===== src/rtl/cla_pkg.sv =====
// Shared definitions for the chunked carry-lookahead adder: slice width,
// FSM state encoding and the chunk-index width helper.
package cla_pkg;

   localparam int CHUNK_W = 16;

   typedef enum logic [1:0] {
      IDLE = 2'd0,
      RUN  = 2'd1,
      DONE = 2'd2
   } state_e;

   // Index register width; a single-chunk adder still gets a 1-bit index.
   function automatic int idx_w(input int nchunk);
      return (nchunk <= 1) ? 1 : $clog2(nchunk);
   endfunction

endpackage


===== src/rtl/cla_seq_adder_cla16.sv =====
// 16-bit carry-lookahead slice: four 4-bit groups with group generate/propagate
// and a second lookahead level across the groups.
module CLA_16bit (
   input  logic [15:0] a_i,
   input  logic [15:0] b_i,
   input  logic        c_i,
   output logic [15:0] s_o,
   output logic        c_o
);

   logic [15:0] g, p, c;
   logic [3:0]  gg, pg;
   logic [4:0]  gc;

   always_comb begin
      g = a_i & b_i;
      p = a_i ^ b_i;
      for (int j = 0; j < 4; j++) begin
         gg[j] = g[4*j+3] | (p[4*j+3] & g[4*j+2]) | (&p[4*j+3 -: 2] & g[4*j+1])
               | (&p[4*j+3 -: 3] & g[4*j]);
         pg[j] = &p[4*j +: 4];
      end
      gc[0] = c_i;
      gc[1] = gg[0] | (pg[0] & c_i);
      gc[2] = gg[1] | (pg[1] & gg[0]) | (&pg[1:0] & c_i);
      gc[3] = gg[2] | (pg[2] & gg[1]) | (&pg[2:1] & gg[0]) | (&pg[2:0] & c_i);
      gc[4] = gg[3] | (pg[3] & gg[2]) | (&pg[3:2] & gg[1]) | (&pg[3:1] & gg[0])
            | (&pg & c_i);
      // Bit carries inside each group look ahead from the group carry-in.
      for (int j = 0; j < 4; j++) begin
         c[4*j]   = gc[j];
         c[4*j+1] = g[4*j] | (p[4*j] & gc[j]);
         c[4*j+2] = g[4*j+1] | (p[4*j+1] & g[4*j]) | (&p[4*j+1 -: 2] & gc[j]);
         c[4*j+3] = g[4*j+2] | (p[4*j+2] & g[4*j+1]) | (&p[4*j+2 -: 2] & g[4*j])
                  | (&p[4*j+2 -: 3] & gc[j]);
      end
   end

   assign s_o = p ^ c;
   assign c_o = gc[4];

endmodule


===== src/rtl/cla_seq_adder.sv =====
// Multi-cycle WIDTH-bit add/subtract: one shared 16-bit CLA slice processes
// one chunk per cycle, LSB first, with the chunk carry held in a register.
module cla_seq_adder
   import cla_pkg::*;
#(
   parameter int WIDTH = 64
) (
   input  logic             clk,
   input  logic             rst_n,
   input  logic             in_valid,
   output logic             in_ready,
   input  logic [WIDTH-1:0] in_a,
   input  logic [WIDTH-1:0] in_b,
   input  logic             in_carry,
   input  logic             in_sub,
   output logic             out_valid,
   input  logic             out_ready,
   output logic [WIDTH-1:0] out_sum,
   output logic             out_carry,
   output logic             out_overflow,
   output logic             busy
);

   localparam int NCHUNK = WIDTH / CHUNK_W;
   localparam int IW     = idx_w(NCHUNK);

   state_e                             state_q, state_d;
   logic [IW-1:0]                      idx_q, idx_d;
   logic [NCHUNK-1:0][CHUNK_W-1:0]     a_q, a_d, b_q, b_d, sum_q, sum_d;
   logic                               carry_q, carry_d;
   logic                               cout_q, cout_d, ovf_q, ovf_d;
   logic [CHUNK_W-1:0]                 slice_s;
   logic                               slice_c;
   logic                               last;

   CLA_16bit u_slice (
      .a_i (a_q[idx_q]),
      .b_i (b_q[idx_q]),
      .c_i (carry_q),
      .s_o (slice_s),
      .c_o (slice_c)
   );

   assign last = (idx_q == IW'(NCHUNK - 1));

   always_comb begin
      state_d = state_q;
      idx_d   = idx_q;
      a_d     = a_q;
      b_d     = b_q;
      sum_d   = sum_q;
      carry_d = carry_q;
      cout_d  = cout_q;
      ovf_d   = ovf_q;
      unique case (state_q)
         IDLE: if (in_valid) begin
            // Subtract is A + ~B + 1; B is stored already inverted.
            a_d     = in_a;
            b_d     = in_sub ? ~in_b : in_b;
            carry_d = in_sub ? 1'b1 : in_carry;
            idx_d   = '0;
            state_d = RUN;
         end
         RUN: begin
            sum_d[idx_q] = slice_s;
            carry_d      = slice_c;
            if (last) begin
               cout_d  = slice_c;
               ovf_d   = (a_q[NCHUNK-1][CHUNK_W-1] == b_q[NCHUNK-1][CHUNK_W-1])
                       & (slice_s[CHUNK_W-1] != a_q[NCHUNK-1][CHUNK_W-1]);
               state_d = DONE;
            end else begin
               idx_d = idx_q + 1'b1;
            end
         end
         DONE: if (out_ready) state_d = IDLE;
         default: state_d = IDLE;
      endcase
   end

   always_ff @(posedge clk or negedge rst_n) begin
      if (!rst_n) begin
         state_q <= IDLE;
         idx_q   <= '0;
         a_q     <= '0;
         b_q     <= '0;
         sum_q   <= '0;
         carry_q <= 1'b0;
         cout_q  <= 1'b0;
         ovf_q   <= 1'b0;
      end else begin
         state_q <= state_d;
         idx_q   <= idx_d;
         a_q     <= a_d;
         b_q     <= b_d;
         sum_q   <= sum_d;
         carry_q <= carry_d;
         cout_q  <= cout_d;
         ovf_q   <= ovf_d;
      end
   end

   assign in_ready     = (state_q == IDLE);
   assign out_valid    = (state_q == DONE);
   assign busy         = (state_q != IDLE);
   assign out_sum      = sum_q;
   assign out_carry    = cout_q;
   assign out_overflow = ovf_q;

endmodule


===== config.mk =====
export PLATFORM = sky130hd
export DESIGN_NAME = cla_seq_adder
export DESIGN_NICKNAME = d
export VERILOG_FILES = /design/src/rtl/cla_pkg.sv /design/src/rtl/cla_seq_adder_cla16.sv /design/src/rtl/cla_seq_adder.sv
export SDC_FILE = /design/constraint.sdc
export NUM_CORES = 1
export LEC_CHECK = 0
export BUFFER_PORTS_ARGS = -buffer_cell sky130_fd_sc_hd__buf_2
export CAP_MARGIN = 10
export CORE_ASPECT_RATIO = 0.8
export CORE_MARGIN = 2
export CORE_UTILIZATION = 55
export CTS_CLUSTER_DIAMETER = 150
export DETAILED_ROUTE_END_ITERATION = 10
export PLACE_DENSITY = 0.79
export SYNTH_ARGS = -nofsm -noshare
export SYNTH_HDL_FRONTEND = slang
export SYNTH_SLANG_ARGS = --single-unit

===== constraint.sdc =====
create_clock -name clk -period 4.3 [get_ports clk]
set_clock_uncertainty 0.15 [all_clocks]
set_input_delay 0.215 -clock clk [delete_from_list [all_inputs] [get_ports clk]]
set_output_delay 0.215 -clock clk [all_outputs]
set_load 0.005 [all_outputs]

== Yosys cells after proc, flatten, opt, wreduce, memory -nomap -nowiden ==
Index checks and enable logic that the tools add are counted.
Word-level totals
  register bits after elaboration: 199
  bits of input ports: 134
Cells by class
  $add $sub $neg: 1
  magnitude comparators: 2
  equality and inequality tests: 9
  mux-type cells: 18
  bitwise logic cells: 97
  reduce and logical (&&, ||, !) cells: 39
Operators by type and width (count)
  $bmux 16 s2: 2
  $bwmux 64: 1
  $mux 64: 1
  $not 64->64: 1
  $mux 16: 3
  $and 1x1->1: 47
  $or 1x1->1: 46
  $demux 16 s2: 1
  $xor 16x16->16: 2
  $reduce_and 2->1: 15
  $reduce_and 3->1: 10
  $reduce_and 12->1: 2
  $reduce_and 8->1: 3
  $and 16x16->16: 1
  $reduce_and 16->1: 1
  $reduce_and 4->1: 4
  $mux 2: 5
  $ne 2x2->1 const B: 3
  $pmux 2 s3: 1
  $eq 2x2->1 const B: 2
  $pmux 2 s2: 1
  $reduce_bool 2->1: 2
  $lt 2x3->1 const B: 1
  $add 2x1->2 const B: 1
  other kinds (9): 10

== Logic depth before layout (Yosys ltp) ==
  word-level depth: 16
  gate-level depth with buffers: 11
  mapped depth without buffers: 9

== Cells and area by module ==
A second synthesis with hierarchy kept.
Unflattened totals
  cells, all modules: 722
  area total of the unflattened synthesis: 9520.4 µm²
Modules (own cells, without submodules)
  cla_seq_adder: instances 1, cells each 626, area an instance 8735.9 µm², sequential area each 4979.8 µm²
  CLA_16bit: instances 1, cells each 96, area an instance 784.5 µm², sequential area each 0.0 µm²

== Worst setup path before layout ==
Ideal clock, no wire load.
  path type: flip-flop to flip-flop
  start point: register idx_q[0]
  end point: register sum_q, in the netlist out_sum[60]
  setup time: 125 ps
  arrival: 3434 ps
  data required time: 4025 ps
  slack: 591 ps
  stages on the path, launching flop included: 11
  cells stage by stage: dfrtp_1 -> clkbuf_1 -> buf_2 -> mux4_2 -> ha_1 -> a21o_1 -> a21o_1 -> a221oi_4 -> nand2_1 -> fa_1 -> mux2_2
Between the ends
  longest elaborated chain between the ends: 13
  elaborated cells on any way between the ends: 46
Ends and longest elaborated chain
  start: declaration: RTL line cla_seq_adder.sv:28  | logic [IW-1:0] idx_q, idx_d;
  start signal: assignment: RTL line cla_seq_adder.sv:93  | idx_q <= idx_d;
  $bmux 16 s2, on equally long branches: RTL line cla_seq_adder.sv:37, cla_seq_adder.sv:38
  $mux 16, on equally long branches: RTL line cla_seq_adder.sv:37, cla_seq_adder.sv:38
  $xor 16x16->16 / $and 16x16->16 (equally long branches): RTL line cla_seq_adder_cla16.sv:17, cla_seq_adder_cla16.sv:16
  $and 1x1->1 / $reduce_and 2->1 (equally long branches): RTL line cla_seq_adder_cla16.sv:19  | gg[j] = g[4*j+3] | (p[4*j+3] & g[4*j+2]) | (&p[4*j+3 -: 2] & g[4*j+1])
  $or 1x1->1 / $and 1x1->1 (equally long branches): RTL line cla_seq_adder_cla16.sv:19
  $or 1x1->1: RTL line cla_seq_adder_cla16.sv:19
  $or 1x1->1: RTL line cla_seq_adder_cla16.sv:20  | | (&p[4*j+3 -: 3] & g[4*j]);
  $and 1x1->1: RTL line cla_seq_adder_cla16.sv:26  | gc[3] = gg[2] | (pg[2] & gg[1]) | (&pg[2:1] & gg[0]) | (&pg[2:0] & c_i);
  $or 1x1->1 (3 in a row): RTL line cla_seq_adder_cla16.sv:26
  $xor 16x16->16 (*): RTL line cla_seq_adder_cla16.sv:39  | assign s_o = p ^ c;
  via slice_s[12]: RTL line cla_seq_adder.sv:32  | logic [CHUNK_W-1:0] slice_s;
  $bwmux 64 (*): RTL line cla_seq_adder.sv:65  | sum_d[idx_q] = slice_s;
  end signal: assignment: RTL line cla_seq_adder.sv:96  | sum_q <= sum_d;
  end: declaration: RTL line cla_seq_adder.sv:29  | logic [NCHUNK-1:0][CHUNK_W-1:0] a_q, a_d, b_q, b_d, sum_q, sum_d;
Mark *: on every way through the listed nets, which the timed path passes. The rest lies on a longest branch. The select of a mux whose other input is x is not followed.
A chain may end at the register's enable or synchronous reset.

== Worst setup path in the final report ==
  start point: register idx_q[0]
  end point: register sum_q, in the netlist out_sum[29]
Between the ends
  longest elaborated chain between the ends: 15
  elaborated cells on any way between the ends: 48
Ends and longest elaborated chain
  $bmux 16 s2, on equally long branches: RTL line cla_seq_adder.sv:37, cla_seq_adder.sv:38
  $mux 16, on equally long branches: RTL line cla_seq_adder.sv:37, cla_seq_adder.sv:38
  $xor 16x16->16 / $and 16x16->16 (equally long branches): RTL line cla_seq_adder_cla16.sv:17, cla_seq_adder_cla16.sv:16
  $and 1x1->1 / $reduce_and 2->1 (equally long branches): RTL line cla_seq_adder_cla16.sv:19
  $or 1x1->1 / $and 1x1->1 (equally long branches): RTL line cla_seq_adder_cla16.sv:19
  $or 1x1->1: RTL line cla_seq_adder_cla16.sv:19
  $or 1x1->1: RTL line cla_seq_adder_cla16.sv:20
  $and 1x1->1: RTL line cla_seq_adder_cla16.sv:26
  $or 1x1->1 (3 in a row): RTL line cla_seq_adder_cla16.sv:26
  $and 1x1->1: RTL line cla_seq_adder_cla16.sv:32  | c[4*j+1] = g[4*j] | (p[4*j] & gc[j]);
  $or 1x1->1: RTL line cla_seq_adder_cla16.sv:32
  $xor 16x16->16: RTL line cla_seq_adder_cla16.sv:39
  $bwmux 64 (*): RTL line cla_seq_adder.sv:65
Every way passes the cells marked *; elsewhere a longest branch is shown, timed or not. The select of a mux whose other input is x is not followed.

==> results.toml <==
[status]
outcome = "complete, no violations"

[synth]
yosys.area.top_type = "dfrtp_1"
synth_most_common_cell = "dfrtp_1"
synth_edf_count = 0
synthTopCellsByCount = "dfrtp_1 (199), a21oi_1 (77), mux2_2 (77), nor2_1 (76), xnor2_1 (70)"
synthFlopType = "dfrtp_1"
async_flop_share_pct = 100
ys_seq_area_share_pct = 53.7
synth_seq_cells = 199
syn_area_per_cell_um2 = 12.0
yosysTopAreaCellShare_pct = 53.7
syn_nets = 931
yosysWarnings = 0
syn_area_mm2 = 0.00927
synthTopCellsByArea = "dfrtp_1 (54%), mux2_2 (9.4%), mux4_2 (7.8%), xnor2_1 (6.6%), a21oi_1 (4.2%)"
synth_cell_types = 35
synthCells = 773

[critical_path]
cp-start-kind = "register"
critical_path_required_ns = 4.45
critical_path.top_delay_family = "compound AO/OA/AOI/OAI gates"
path_max_fanout = 12
cp_cell_sequence = "buf_4, mux4_2, ha_1, a21oi_1, o21ai_0, a221oi_4, nand2_1, fa_1, xnor2_1, o21ai_0"
path_buf_inv = 1
cpMostUsedCell = "o21ai_0"
critPathSlowestCell = "dfrtp_2"
crit_type = "register to register"
critPathCaptureType = "register"
cp.arrival_ns = 4.04
cpPeakStageDelay_ns = 0.60

[placement]
port-buffer-count = 202
dp.cells = 1156
place_congestion = 0.895
pre_cts_ws_ns = 0.517
hpwlAfterDp_mm = 16.2

[floorplanning]
start_util_pct = 56.2
pin_count = 203
dieWidth_um = 149
die_area_mm2 = 0.0179
std_cell_rows = 42
core_area_mm2 = 0.0165
die_h_um = 120

[global_route]
track_usage_pct = 31.1
grt_overflow_total = 0
grt_max_degree = 129
grt_first_pass_wirelength_mm = 41.3
grt_antenna_before_repair = 0
grt_pass1_vias = 7629

[timing]
worst_slew_pin_slew_ns = 1.02
setup_viol_count_final = 0
tns_ns = 0
slew_viol_final = 0
slew_headroom_pct = 31.8
fin_crit_sh_pct = 90.3
hold_viol = 0
max_freq_mhz = 257
fin_crit_ns = 3.88
rsz0062_at_grt = "no"
setup_slack_ns = 0.416

[cells_and_area]
nFillCells = 1064
layout-drive-gt1-share_pct = 33.1
register_area_mm2 = 0.00498
final_util_pct = 75.3
syn2layout_area_growth_pct = 34.1
multi_input_comb_area_mm2 = 0.00405
final_cells = 1318
layout.nets = 1243
antenna_cells = 0

[clock_network]
clock-root-buffer = "clkbuf_16"
clk_path_buf_depth = 2
htree_levels = 4
ctsHoldBuffers = 130
cts_sinks = 199
clkSlewWorstSetupHoldPaths_ns = 0.07
cts_resized = 0
cts_tree = "yes"
cts_setup_buffers = 0
cts_buffers = 17
insertion_delay_ns = 0.44

[power_and_ir_drop]
p_per_area_mw_per_mm2 = 908
power.leakage_nw = 5.55
vdd_drop_max_mv = 0.647
power_w = 0.0113

[detailed_routing]
drt_iter0_drc = 467
ant_nets = 0
drt-wirelength-per-cell_um = 20.2
drc_errors = 0
routed_wl_mm = 26.7
firstDrtPassIters = 5
avgViaCountPerCell = 5.52
vias = 7272

[run]
cap_violations = 0

[min_path]
hp-class = "input pin to register"
[worst min-delay path, stage by stage]
cell,delay [ns]
buf_2,0.11
nor2_1,0.08
a21oi_1,0.08
nor2_1,0.08
a21oi_1,0.05
[cells by family (layout without fill, tap and decap cells)]
logic type | after synthesis | in the layout | synth area share [%]
buffers and inverters | 58 | 383 | 2.57
XOR/XNOR | 74 | 74 | 6.99
AO/OA/AOI/OAI | 151 | 151 | 8.90
flip-flops | 199 | 199 | 53.7
multiplexers | 111 | 111 | 17.4
adder cells (fa/ha/maj) | 24 | 24 | 3.56
AND/OR/NAND/NOR | 156 | 156 | 6.89
[per-stage QoR]
step,hold WS (ns),area (um2)
2_1_floorplan,-0.231,9270
3_3_place_gp,0.267,10500
3_5_place_dp,0.279,10500
4_1_cts,0.0790,12400
5_1_grt,0.117,12400
6_report,0.0744,12400
[path summary, 6_finish.rpt]
check	from	endpoint	slack [ns]	depth (start not counted)
max reg2reg	idx_q[0]$_DFFE_PN0P_	out_sum[29]$_DFFE_PN0P_	0.42	10
max	idx_q[0]$_DFFE_PN0P_	out_sum[29]$_DFFE_PN0P_	0.42	10
min in group asynchronous	rst_n	a_q[28]$_DFFE_PN0P_	0.37	2
min	in_carry	carry_q$_DFFE_PN0P_	0.07	5
min reg2reg	out_sum[46]$_DFFE_PN0P_	out_sum[46]$_DFFE_PN0P_	0.32	2
max in group asynchronous	rst_n	a_q[6]$_DFFE_PN0P_	2.70	3
[area by class of cell]
| class | instances | share of cell area [%] |
|---|---|---|
| Clock buffer | 18 | 3.53 |
| Clock inverter | 14 | 1.77 |
| Inverter | 9 | 0.272 |
| Multi-Input combinational cell | 516 | 32.6 |
| Sequential cell | 199 | 40.1 |
| Tap cell | 220 | 2.22 |
| Timing Repair Buffer | 342 | 19.5 |
[where the power goes]
| part | leakage [nW] | switching (W) | internal (W) |
|---|---|---|---|
| clock | 0.315 | 0.000744 | 0.00106 |
| sequential | 2.33 | 0.000682 | 0.00283 |
| combinational | 2.91 | 0.00336 | 0.00261 |
| total | 5.55 | 0.00478 | 0.00650 |
[cells in the final DEF (no fill, tap or decap), types with 3 or more instances in the layout]
cell type      instances
buf_2                200
dfrtp_1              197
dlygate4sd3_1        130
a21oi_1               77
mux2_2                77
nor2_1                76
xnor2_1               70
nand2_1               63
o21ai_0               56
mux4_2                32
ha_1                  20
clkbuf_16             17
inv_1                  9
buf_4                  9
bufinv_16              5
a21o_1                 4
nand3_1                4
xor2_1                 4
o31ai_1                4
fa_1                   4
nand2b_1               3
clkinvlp_4             3
[registers in the layout (all words and copies together), names as in the netlist]
| name | flops |
|---|---|
| a_q | 64 |
| b_q | 64 |
| carry_q | 1 |
| idx_q | 2 |
| out_carry | 1 |
| out_overflow | 1 |
| out_sum | 64 |
| state_q | 2 |
[per-layer routing]
layer | vias to the layer above | GRT usage (%) | share of wire (%)
met5 | - | 0 | 0
met2 | 302 | 52.1 | 50
met3 | 64 | 7.53 | 6.9
met1 | 3602 | 38.7 | 39
li1 | 3304 | - | -
met4 | 0 | 13.7 | 3.8
(Power assumes the default switching activity.)
